## src/rtl/cis_pkg.sv

```systemverilog
// cis_pkg: shared widths, state encoding and helpers for the CIS line sequencer
package cis_pkg;
    localparam int PIX_W     = 12;
    localparam int PIX_CNT_W = 12;
    localparam int DUM_CNT_W = 7;
    localparam int LINE_W    = 16;
    localparam int OVF_W     = 8;
    localparam int TMR_W     = 16;

    typedef enum logic [2:0] {IDLE, SI, DUMMY, ACTIVE, TAIL} cis_state_t;

    function automatic logic [OVF_W-1:0] sat_inc(input logic [OVF_W-1:0] v);
        return (v == '1) ? v : v + 1'b1;
    endfunction
endpackage

```

## src/rtl/cis_sclk_gen.sv

```systemverilog
// cis_sclk_gen: free-running SCLK phase counter with registered clock and rise/fall event strobes
module cis_sclk_gen #(
    parameter int CLK_DIV = 4
) (
    input  logic clk,
    input  logic rst,
    output logic sclk_o,
    output logic rise,
    output logic fall
);
    localparam int HALF = CLK_DIV / 2;
    localparam int PW   = (CLK_DIV > 2) ? $clog2(CLK_DIV) : 1;

    logic [PW-1:0] phase_q, phase_d;
    logic          sclk_q, sclk_d;

    assign rise   = phase_q == '0;
    assign fall   = phase_q == PW'(HALF);
    assign sclk_o = sclk_q;

    // next phase wraps at CLK_DIV-1; sclk is registered from the next phase so it tracks phase_q
    always_comb begin
        phase_d = (phase_q == PW'(CLK_DIV - 1)) ? '0 : phase_q + 1'b1;
        sclk_d  = phase_d < PW'(HALF);
    end

    // phase and sclk registers
    always_ff @(posedge clk or posedge rst) begin
        if (rst) begin
            phase_q <= '0;
            sclk_q  <= 1'b0;
        end else begin
            phase_q <= phase_d;
            sclk_q  <= sclk_d;
        end
    end
endmodule

```

## src/rtl/cis_line_sequencer.sv

```systemverilog
// cis_line_sequencer: CIS line FSM (SI, dummy skip, pixel capture, tail); CIS_TESTPAT_EN selects index test pattern
module cis_line_sequencer
    import cis_pkg::*;
#(
    parameter int CLK_DIV     = 4,
    parameter int DUMMY_PIX   = 89,
    parameter int ACTIVE_PIX  = 2592,
    parameter int TAIL_CLKS   = 8,
    parameter int LINE_PERIOD = 0
) (
    input  logic              clk,
    input  logic              rst,
    input  logic              enable,
    input  logic              trig,
    input  logic [PIX_W-1:0]  adc_data,
    output logic              sclk_o,
    output logic              si_o,
    output logic [PIX_W-1:0]  pix_data,
    output logic              pix_valid,
    output logic              pix_sol,
    output logic              pix_eol,
    output logic              busy,
    output logic [LINE_W-1:0] line_cnt,
    output logic [OVF_W-1:0]  trig_ovf
);
    if (CLK_DIV < 2 || CLK_DIV % 2 != 0) begin : g_bad_div
        $error("CLK_DIV must be even and >= 2");
    end
    if (ACTIVE_PIX < 1 || ACTIVE_PIX >= 4096) begin : g_bad_active
        $error("ACTIVE_PIX must be in 1..4095");
    end
    if (DUMMY_PIX < 0 || DUMMY_PIX >= 128) begin : g_bad_dummy
        $error("DUMMY_PIX must be in 0..127");
    end
    if (TAIL_CLKS < 0 || TAIL_CLKS > 128 || LINE_PERIOD < 0 || LINE_PERIOD > 65536) begin : g_bad_misc
        $error("TAIL_CLKS or LINE_PERIOD out of range");
    end

    logic                 rise, fall, start, timer_exp, ev;
    cis_state_t           state_q, state_d;
    logic                 si_q, si_d, busy_q, busy_d, pend_q, pend_d;
    logic                 pix_valid_q, pix_valid_d, pix_sol_q, pix_sol_d, pix_eol_q, pix_eol_d;
    logic [PIX_W-1:0]     pix_data_q, pix_data_d;
    logic [LINE_W-1:0]    line_cnt_q, line_cnt_d;
    logic [OVF_W-1:0]     trig_ovf_q, trig_ovf_d;
    logic [TMR_W-1:0]     tmr_q, tmr_d;
    logic [PIX_CNT_W-1:0] pix_cnt_q, pix_cnt_d;
    logic [DUM_CNT_W-1:0] dum_cnt_q, dum_cnt_d;

    cis_sclk_gen #(.CLK_DIV(CLK_DIV)) u_sclk (
        .clk   (clk),
        .rst   (rst),
        .sclk_o(sclk_o),
        .rise  (rise),
        .fall  (fall)
    );

    assign si_o      = si_q;
    assign busy      = busy_q;
    assign pix_data  = pix_data_q;
    assign pix_valid = pix_valid_q;
    assign pix_sol   = pix_sol_q;
    assign pix_eol   = pix_eol_q;
    assign line_cnt  = line_cnt_q;
    assign trig_ovf  = trig_ovf_q;

    // trigger/timer arbitration and line FSM next-state; the dummy counter doubles as the tail counter
    always_comb begin
        timer_exp   = (LINE_PERIOD != 0) && fall && (tmr_q == TMR_W'(LINE_PERIOD - 1));
        start       = (state_q == IDLE) && fall && enable && (pend_q || timer_exp);
        ev          = trig || (timer_exp && !start);
        pend_d      = start ? trig : (pend_q || ev);
        trig_ovf_d  = (!start && ev && pend_q) ? sat_inc(trig_ovf_q) : trig_ovf_q;
        tmr_d       = (LINE_PERIOD == 0 || start || timer_exp) ? '0 : (fall ? tmr_q + 1'b1 : tmr_q);
        state_d     = state_q;
        dum_cnt_d   = dum_cnt_q;
        pix_cnt_d   = pix_cnt_q;
        pix_data_d  = pix_data_q;
        line_cnt_d  = line_cnt_q;
        pix_valid_d = 1'b0;
        pix_sol_d   = 1'b0;
        pix_eol_d   = 1'b0;
        case (state_q)
            IDLE: state_d = start ? SI : IDLE;
            SI: if (fall) begin
                state_d   = (DUMMY_PIX == 0) ? ACTIVE : DUMMY;
                dum_cnt_d = '0;
                pix_cnt_d = '0;
            end
            DUMMY: begin
                if (rise) dum_cnt_d = dum_cnt_q + 1'b1;
                if (fall && dum_cnt_q == DUM_CNT_W'(DUMMY_PIX)) state_d = ACTIVE;
            end
            ACTIVE: if (fall) begin
                pix_valid_d = 1'b1;
`ifdef CIS_TESTPAT_EN
                pix_data_d  = PIX_W'(pix_cnt_q) ^ {line_cnt_q[3:0], 8'h00};
`else
                pix_data_d  = adc_data;
`endif
                pix_sol_d   = pix_cnt_q == '0;
                pix_eol_d   = pix_cnt_q == PIX_CNT_W'(ACTIVE_PIX - 1);
                pix_cnt_d   = pix_cnt_q + 1'b1;
                if (pix_eol_d) begin
                    state_d    = (TAIL_CLKS == 0) ? IDLE : TAIL;
                    line_cnt_d = line_cnt_q + 1'b1;
                    dum_cnt_d  = '0;
                end
            end
            TAIL: if (fall) begin
                dum_cnt_d = dum_cnt_q + 1'b1;
                if (dum_cnt_q == DUM_CNT_W'(TAIL_CLKS - 1)) state_d = IDLE;
            end
            default: state_d = IDLE;
        endcase
        si_d   = state_d == SI;
        busy_d = state_d != IDLE;
    end

    // state, counters and registered outputs; reset aborts any line in progress
    always_ff @(posedge clk or posedge rst) begin
        if (rst) begin
            state_q     <= IDLE;
            si_q        <= 1'b0;
            busy_q      <= 1'b0;
            pend_q      <= 1'b0;
            pix_valid_q <= 1'b0;
            pix_sol_q   <= 1'b0;
            pix_eol_q   <= 1'b0;
            pix_data_q  <= '0;
            line_cnt_q  <= '0;
            trig_ovf_q  <= '0;
            tmr_q       <= '0;
            pix_cnt_q   <= '0;
            dum_cnt_q   <= '0;
        end else begin
            state_q     <= state_d;
            si_q        <= si_d;
            busy_q      <= busy_d;
            pend_q      <= pend_d;
            pix_valid_q <= pix_valid_d;
            pix_sol_q   <= pix_sol_d;
            pix_eol_q   <= pix_eol_d;
            pix_data_q  <= pix_data_d;
            line_cnt_q  <= line_cnt_d;
            trig_ovf_q  <= trig_ovf_d;
            tmr_q       <= tmr_d;
            pix_cnt_q   <= pix_cnt_d;
            dum_cnt_q   <= dum_cnt_d;
        end
    end
endmodule

```

## config.mk

```make
export PLATFORM = sky130hd
export DESIGN_NAME = cis_line_sequencer
export DESIGN_NICKNAME = d
export VERILOG_FILES = /design/src/rtl/cis_pkg.sv /design/src/rtl/cis_sclk_gen.sv /design/src/rtl/cis_line_sequencer.sv
export SDC_FILE = /design/constraint.sdc
export NUM_CORES = 1
export LEC_CHECK = 0
export BUFFER_PORTS_ARGS = -buffer_cell sky130_fd_sc_hd__buf_2
export CAP_MARGIN = 40
export CORE_MARGIN = 5
export CORE_UTILIZATION = 58
export CTS_BUF_LIST = sky130_fd_sc_hd__clkbuf_8
export DETAILED_ROUTE_END_ITERATION = 16
export GPL_ROUTABILITY_DRIVEN = 0
export PLACE_DENSITY = 0.82
export SYNTH_ARGS = -nofsm -noshare
export SYNTH_HDL_FRONTEND = slang
export SYNTH_HIERARCHICAL = 1
export SYNTH_SLANG_ARGS = --single-unit
```

## constraint.sdc

```tcl
create_clock -name clk -period 2.2 [get_ports clk]
set_input_delay 0.44 -clock clk [delete_from_list [all_inputs] [get_ports clk]]
set_output_delay 0.44 -clock clk [all_outputs]
set_load 0.02 [all_outputs]
```

# Yosys cells after proc, flatten, opt, wreduce, memory -nomap -nowiden
# Cells that the tools add are included.
# classes
magnitude_cmp	1
bitwise	1
n_mux	25
n_addsub	5
eq_ne	16
reduce_logical	19
# ops
cell	count
2-to-1 mux 7 bit	5
case mux 7 bit (4 select lines)	1
2-to-1 mux 12 bit	2
case mux 12 bit (2 select lines)	1
2-to-1 mux 3 bit	6
adder 16 x 1 -> 16 bit, second input constant	1
case mux 3 bit (5 select lines)	1
adder 12 x 1 -> 12 bit, second input constant	1
== test 12 bit, second input constant	1
zero test 12 bit	1
!= test 2 bit, second input constant	5
adder 8 x 1 -> 8 bit, second input constant	1
== test 8 bit, second input constant	1
2-to-1 mux 1 bit	8
adder 7 x 1 -> 7 bit, second input constant	1
== test 7 x 3 -> 1 bit, second input constant	1
== test 7 bit, second input constant	1
== test 3 x 1 -> 1 bit, second input constant	2
== test 3 x 2 -> 1 bit, second input constant	2
logical AND 1 bit	6
AND reduction 3 bit	2
AND reduction 6 bit	1
== test 2 bit, second input constant	2
AND reduction 2 bit	2
other kinds (12)	12
# word_totals
word_cells	81
inputBits	16
out_inout_bits	42
reg_bits	67

# Depth between registers and ports, before layout
# Gate-level depths: netlist of run 1.
# depth
ltp_word	8
ltp_mapped	8
depth_no_buf	6

# Hierarchy
# Netlist of run 1, hierarchy kept.
# by_module_without_submodules
mod	seq_area_each_um2	area_each_um2	n_inst	cells_per_inst
cis_line_sequencer	1601.5	3185.6	1	314
cis_sclk_gen	75.1	131.4	1	11

# Worst setup path before layout of run 1
# Ideal clock, no wire load.
# synth_timing
kind	reg2reg
start	reg pix_cnt_q[7]
end	reg dum_cnt_q[1]
path_stages_with_launch	5
t_required_ps	2075
period_less_slack_ps	1883
path_buffers	0
path_slack_ps	317
arrival_time_ps	1758
setup_time_ps	125
path_cell_list	dfrtp_1 > or4_4 > nor4_4 > o22a_4 > mux2_4
# synth_via
elab_chain_len	3
# synth_rtl
item	line_no	text
from (decl)	cis_line_sequencer.sv:47	logic [PIX_CNT_W-1:0] pix_cnt_q, pix_cnt_d;
from (signal assigned)	cis_line_sequencer.sv:148	pix_cnt_q <= pix_cnt_d;
== test 12 bit	cis_line_sequencer.sv:102	pix_eol_d = pix_cnt_q == PIX_CNT_W'(ACTIVE_PIX - 1);
!= test 2 bit (no source line)	-	
AND reduction 6 bit (no source line)	-	
to (signal assigned)	cis_line_sequencer.sv:149	dum_cnt_q <= dum_cnt_d;
to (decl)	cis_line_sequencer.sv:48	logic [DUM_CNT_W-1:0] dum_cnt_q, dum_cnt_d;
# No other way between the ends.
# A chain may end at the register's enable or synchronous reset.

# Worst setup path in the final report of run 1
# layout_timing
start	reg u_sclk.phase_q[0]
end	reg dum_cnt_q[1]
# layout_via
elab_chain_len	3
elab_cells_between_ends	7
cone_classes	eq/ne: 5; reduce/logical: 2
# layout_rtl
item	line_no	text
from (decl)	cis_sclk_gen.sv:14	logic [PW-1:0] phase_q, phase_d;
from (signal assigned)	cis_sclk_gen.sv:33	phase_q <= phase_d;
== test 2 bit (*)	cis_sclk_gen.sv:18	assign fall = phase_q == PW'(HALF);
via fall	cis_line_sequencer.sv:39	logic rise, fall, start, timer_exp, ev;
!= test 2 bit (no source line)	-	
AND reduction 6 bit (no source line) (*)	-	
# The timed path passes the listed nets; every way through them passes the cells marked *.

==> results of run 1 <==
==> timing repair <==
| action | in CTS | in global routing |
|---|---|---|
| setup buffers | 0 | 0 |
| endpoints found under the hold margin | 3 | 0 |
| hold buffers | 1 | 0 |
==> cells in the mapped netlist (all sizes together), types with 5 or more instances <==
| cell type | count | share of area |
|---|---|---|
| a21oi | 7 | 0.011 |
| dfrtp | 67 | 0.51 |
| nand2 | 51 | 0.058 |
| nand3 | 19 | 0.029 |
| xor2 | 7 | 0.018 |
| ha | 9 | 0.034 |
| inv | 19 | 0.022 |
| o21ai | 7 | 0.011 |
| nor3 | 12 | 0.022 |
| buf | 5 | 0.014 |
| and3 | 5 | 0.0098 |
| nor2 | 22 | 0.025 |
| nor4 | 9 | 0.022 |
| nand4 | 11 | 0.021 |
| xnor2 | 23 | 0.061 |
==> registers in the layout, summed over array words and instances (netlist names) <==
| signal | count |
|---|---|
| line_cnt | 16 |
| pix_cnt_q | 12 |
| pix_data | 12 |
| trig_ovf | 8 |
| dum_cnt_q | 7 |
| state_q | 3 |
| u_sclk/phase_q | 2 |
| busy | 1 |
| pend_q | 1 |
| pix_eol | 1 |
| pix_sol | 1 |
| pix_valid | 1 |
| si_o | 1 |
| u_sclk/sclk_o | 1 |
==> per-stage QoR <==
step | cells | utilization
4_1_cts | 473 | 0.715
3_5_place_dp | 456 | 0.672
6_report | 473 | 0.715
5_1_grt | 473 | 0.715
3_3_place_gp | 456 | 0.672
2_1_floorplan | 325 | -
==> area by class of cell <==
type,count,area [µm²]
Fill cell,416,1580
Sequential cell,67,1680
Timing Repair Buffer,69,390
Tap cell,72,90.1
Multi-Input combinational cell,230,1510
Inverter,19,71.3
Clock inverter,6,88.8
Clock buffer,10,138
==> layer usage <==
| layer | track usage | wire, µm |
|---|---|---|
| met1 | 0.272 | 3060 |
| met2 | 0.328 | 3360 |
| met3 | 0.0500 | 379 |
| met4 | 0.0878 | 120 |
| met5 | 0 | 0 |
==> cells in the final DEF, fill, tap and decap left out, types with 7 or more instances in the layout <==
cell type / count
dfrtp_1: 67
buf_2: 57
nand2_1: 51
xnor2_1: 23
nor2_1: 22
nand3_1: 19
inv_1: 18
nand4_1: 11
nor3_1: 11
clkbuf_8: 10
buf_4: 10
ha_1: 9
nor4_1: 8
a21oi_1: 7
xor2_1: 7
o21ai_0: 7
==> worst max path at each step <==
stage	cells past startpoint	slack, ns	end
2_1_floorplan	1	0.16	busy
3_3_place_gp	4	0.26	trig_ovf[1]
3_5_place_dp	6	0.19	dum_cnt_q[1]
4_1_cts	6	0.13	dum_cnt_q[1]
5_1_grt	6	0.03	dum_cnt_q[1]
6_report	6	0.15	dum_cnt_q[1]
==> worst max-delay path, stage by stage (launching register included) <==
cell,delay (ns)
dfrtp_1,0.40
inv_1,0.09
ha_1,0.33
inv_1,0.20
o32ai_4,0.38
o22a_4,0.25
mux2_4,0.30
==> where the power goes <==
part | total (W) | internal, W | switching (W) | leakage [nW]
combinational | 0.000287 | 0.000113 | 0.000174 | 0.945
sequential | 0.00137 | 0.00129 | 0.0000765 | 0.827
clock | 0.00114 | 0.000668 | 0.000477 | 0.108
==> cells by family (layout without fill, tap and decap cells) <==
kind of cell / count (synthesis) / count (layout) / share of synthesized area
mux: 3 / 3 / 0.0113
flops: 67 / 67 / 0.505
xor+xnor: 30 / 30 / 0.0792
simple gates: 154 / 154 / 0.247
fa+ha+maj: 9 / 9 / 0.0340
compound gates: 34 / 34 / 0.0830
buf+inv: 28 / 104 / 0.0404
==> impl_metrics.toml, run 1 <==
[run_status]
status = "complete, no violations"

[global_routing]
grt_pass1_vias = 2670
grt_max_degree = 65
grt_usage = 0.207
antenna_found_initial = 0
gr-total-overflow = 0
grt_pass1_wl_um = 12000

[cts]
h-tree-depth = 3
cts_made_buffers = 9
cts_tree = "done"
clk_pin_slew_ns = 0.08
clock-sinks = 67
worstSkewPairLatency_ns = 0.35
root_buffer = "clkbuf_8"
ctsResizeCount = 0
ctsLongestPathBuffers = 2

[hold_path]
hold_depth = 3
hold_path.class = "primary input to flip-flop"
min_from = "adc_data[9]"
min_to = "pix_data[9]"

[detailed_routing]
drtIter0Drc = 189
first_pass_iters = 4
via_per_inst = 5.49
vias = 2595
ant_nets = 0
drt_wl_total_um = 6920
drc = 0
wl_per_cell_um = 14.6

[worst_setup_path]
worstSetupStartpointType = "flip-flop"
r2r_setup_slack_ns = 0.15
worstSetupStartpoint = "u_sclk/phase_q[0]"
cp_max_fo = 9
timing.rr.end = "dum_cnt_q[1]"
r2r-start = "u_sclk/phase_q[0]"
worstPathRequired_ns = 2.43
rr_worst_depth = 6
worstSetupPathType = "flip-flop to flip-flop"
cp-end-kind = "flip-flop"
crit_arrival_ns = 2.29

[yosys]
synth_edf_count = 0
synth_flop_cell = "dfrtp_1"
synth_cell_types = 55
async_flop_share = 1.00
syn_area_um2 = 3320
synthesis.nets = 350
syn_avg_cell_area_um2 = 10.2
yosysSeqAreaShare = 0.505
syn_inst = 325
ys_warn_count = 6
synth-seq-cells = 67

[power_and_ir_drop]
p_leak_nw = 1.88
p_total_w = 0.00280
irDropWorstVdd_mv = 0.501
power.density_nw_per_um2 = 707

[die]
die_y_um = 85.6
initial_utilization = 0.599
placeableCoreArea_um2 = 5540
fp.dieW_um = 85.6
ioPinCount = 58
rows = 27
fp.dieArea_um2 = 7330

[place]
io_buffer_count = 57
dp_slack_ns = 0.187
postPlaceCellArea_um2 = 3720
hpwlAfterDp_um = 4890

[layout]
syn_to_final_growth_pct = 19.4
final_area_um2 = 3960
antenna_cells = 0
drive_gt1_frac = 0.247
nets = 421

[timing]
setup_violations = 0
finalSetupTns_ns = 0
worst_slack_ns = 0.149
clock_skew_ns = 0.0118
period_minus_slack_ns = 2.05
grt_setup_unrepaired = "no"
tightest_slew_ns = 0.603
fmax_mhz = 488
holdWs_ns = 0.279
final_max_slew_viol_count = 0
relSlewSlack = 0.594
min_period_over_period = 0.932
hold_viol = 0

[flow_run]
maxCapViolCount = 0
Note: power is estimated with default switching activity, not from simulation.
==> run 2: changes to the inputs <==
Settings changed: MAX_ROUTING_LAYER from default to met4, REMOVE_ABC_BUFFERS from default to 1.
==> run 2 against run 1 <==
- utilization increased by 0.84 points
- via count about the same
- sequential cell count stayed put
- sequential power about the same
- clock power increased by 9.6%
- sequential share of layout area is 0.49 points lower
- clock skew shrank 0.0013 ns
- hold slack better by 0.0062 ns
- final cell count rose by 0.63%
- critical endpoint is now line_cnt[1]
==> impl_metrics.toml, run 2 (synthesized netlist as in run 1, its figures left out) <==
[timing]
grt_setup_unrepaired = "no"
clock_skew_ns = 0.0104
relSlewSlack = 0.629
final_max_slew_viol_count = 0
tightest_slew_ns = 0.552
fmax_mhz = 507
period_minus_slack_ns = 1.97
hold_viol = 0
setup_violations = 0
min_period_over_period = 0.896

[layout]
finalNonFillerCells = 476
syn_to_final_growth_pct = 20.8
final_common_cell = "dfrtp_1"
largest_reg_flops = 16
final_area_um2 = 4010
drive_gt1_frac = 0.252
nets = 424
mostFrequentLayoutCells = "67 x dfrtp_1, 57 x buf_2, 51 x nand2_1"
antenna_cells = 0
final_util = 0.723

[power_and_ir_drop]
p_sw_w = 0.000717
internal_power_w = 0.00219
combPwrFrac = 0.100
p_seq_frac = 0.471
irDropWorstVdd_mv = 0.391
swShare = 0.247
power.density_nw_per_um2 = 726
clock_power_share = 0.429
p_leak_nw = 1.91

[die]
fp.dieW_um = 85.6
initial_utilization = 0.599
placeableCoreArea_um2 = 5540
ioPinCount = 58
rows = 27
die_y_um = 85.6
fp.dieArea_um2 = 7330

[worst_setup_path]
crit_arrival_ns = 2.19
critPathMaxStageDelay_ns = 0.59
crit_buf_inv = 1
rr_worst_depth = 5
cp_max_fo = 12
crit_cells = 5
cp-end-kind = "flip-flop"
worstSetupPathType = "flip-flop to flip-flop"
cp_slowest_cell = "or4_4"
worstPathRequired_ns = 2.42
crit_family = "simple AND/OR/NAND/NOR gates"
worstPathCellList = "or4_4, nor3_4, buf_4, nand2_1, mux2_2"
worstSetupStartpointType = "flip-flop"

[cts]
cts_made_buffers = 9
ctsLongestPathBuffers = 2
post_cts_buffers = 0
cts_tree = "done"
clock-sinks = 67
clk_pin_slew_ns = 0.08
worstSkewPairLatency_ns = 0.34
h-tree-depth = 3
root_buffer = "clkbuf_8"

[detailed_routing]
drtIter0Drc = 165
wl_met2_um = 3400
ant_nets = 0
first_pass_iters = 4
wl_met3_um = 362
wl_per_cell_um = 14.6
top_layer_used = "met4"
via_per_inst = 5.45
vias = 2594
drc = 0
drt_wl_total_um = 6960
m1WireLength_um = 3090

[place]
hpwlAfterDp_um = 5070
dp.cells = 459
postPlaceCellArea_um2 = 3750
io_buffer_count = 57

[global_routing]
gr-total-overflow = 0
grt_pass1_vias = 2580
grt_usage = 0.210
grt_pass1_wl_um = 11900
antenna_found_initial = 0
grt_max_degree = 26

[flow_run]
maxCapViolCount = 0

[run_status]
status = "complete, no violations"

[hold_path]
hold_path.class = "primary input to flip-flop"
hold_depth = 3
## run 2: worst reg2reg max path: stages (launching register included)
cell	delay [ns]
dfrtp_1	0.45
or4_4	0.59
nor3_4	0.18
buf_4	0.22
nand2_1	0.13
mux2_2	0.29
## run 2: power groups by stage
| stage | combinational (W) | sequential (W) | clock [W] |
|---|---|---|---|
| 5_1_grt | 0.000318 | 0.00138 | 0.00132 |
| 3_5_place_dp | 0.000297 | 0.00139 | 0 |
| 4_1_cts | 0.000299 | 0.00137 | 0.00127 |
| 2_1_floorplan | 0.000115 | 0.00146 | 0 |
| 6_report | 0.000291 | 0.00137 | 0.00125 |
| 3_3_place_gp | 0.000288 | 0.00139 | 0 |
## run 2: timing repair
item,4_1_cts,5_1_grt
gates resized for setup,0,0
hold buffers,1,0
hold endpoints to repair,3,0
## run 2: worst paths after layout
kind	startpoint	end	slack (ns)
min in group asynchronous	rst	u_sclk/sclk_o	0.54
min	adc_data[1]	pix_data[1]	0.28
max in group asynchronous	rst	trig_ovf[5]	0.86
max reg2reg	pix_cnt_q[7]	line_cnt[1]	0.23
min reg2reg	u_sclk/phase_q[0]	u_sclk/phase_q[0]	0.45
max	pix_cnt_q[7]	line_cnt[1]	0.23
## run 2: routing by layer
layer / vias to the layer above / global-route usage
met5: - / -
met4: 0 / 0.0806
met3: 11 / 0.0375
met2: 69 / 0.340
met1: 1230 / 0.262
li1: 1284 / -
## run 2: per-stage QoR
step	setup slack [ns]	total power (W)	hold slack (ns)	setup TNS, ns
final	0.229	0.00291	0.285	0
after global routing	0.0911	0.00302	0.293	0
after CTS	0.236	0.00293	0.279	0
after detailed placement	0.255	0.00169	0.327	0
after global placement	0.303	0.00168	0.320	0
after floorplan	-0.0462	0.00157	0.194	-0.0462
## run 2: final cells by class
type                       count  area [µm²]
multi-input combinational    230        1510
sequential                    67        1680
fill                         407        1530
clock buffer                  10         138
inverter                      19        71.3
timing repair buffer          72         413
clock inverter                 6         113
tap                           72        90.1
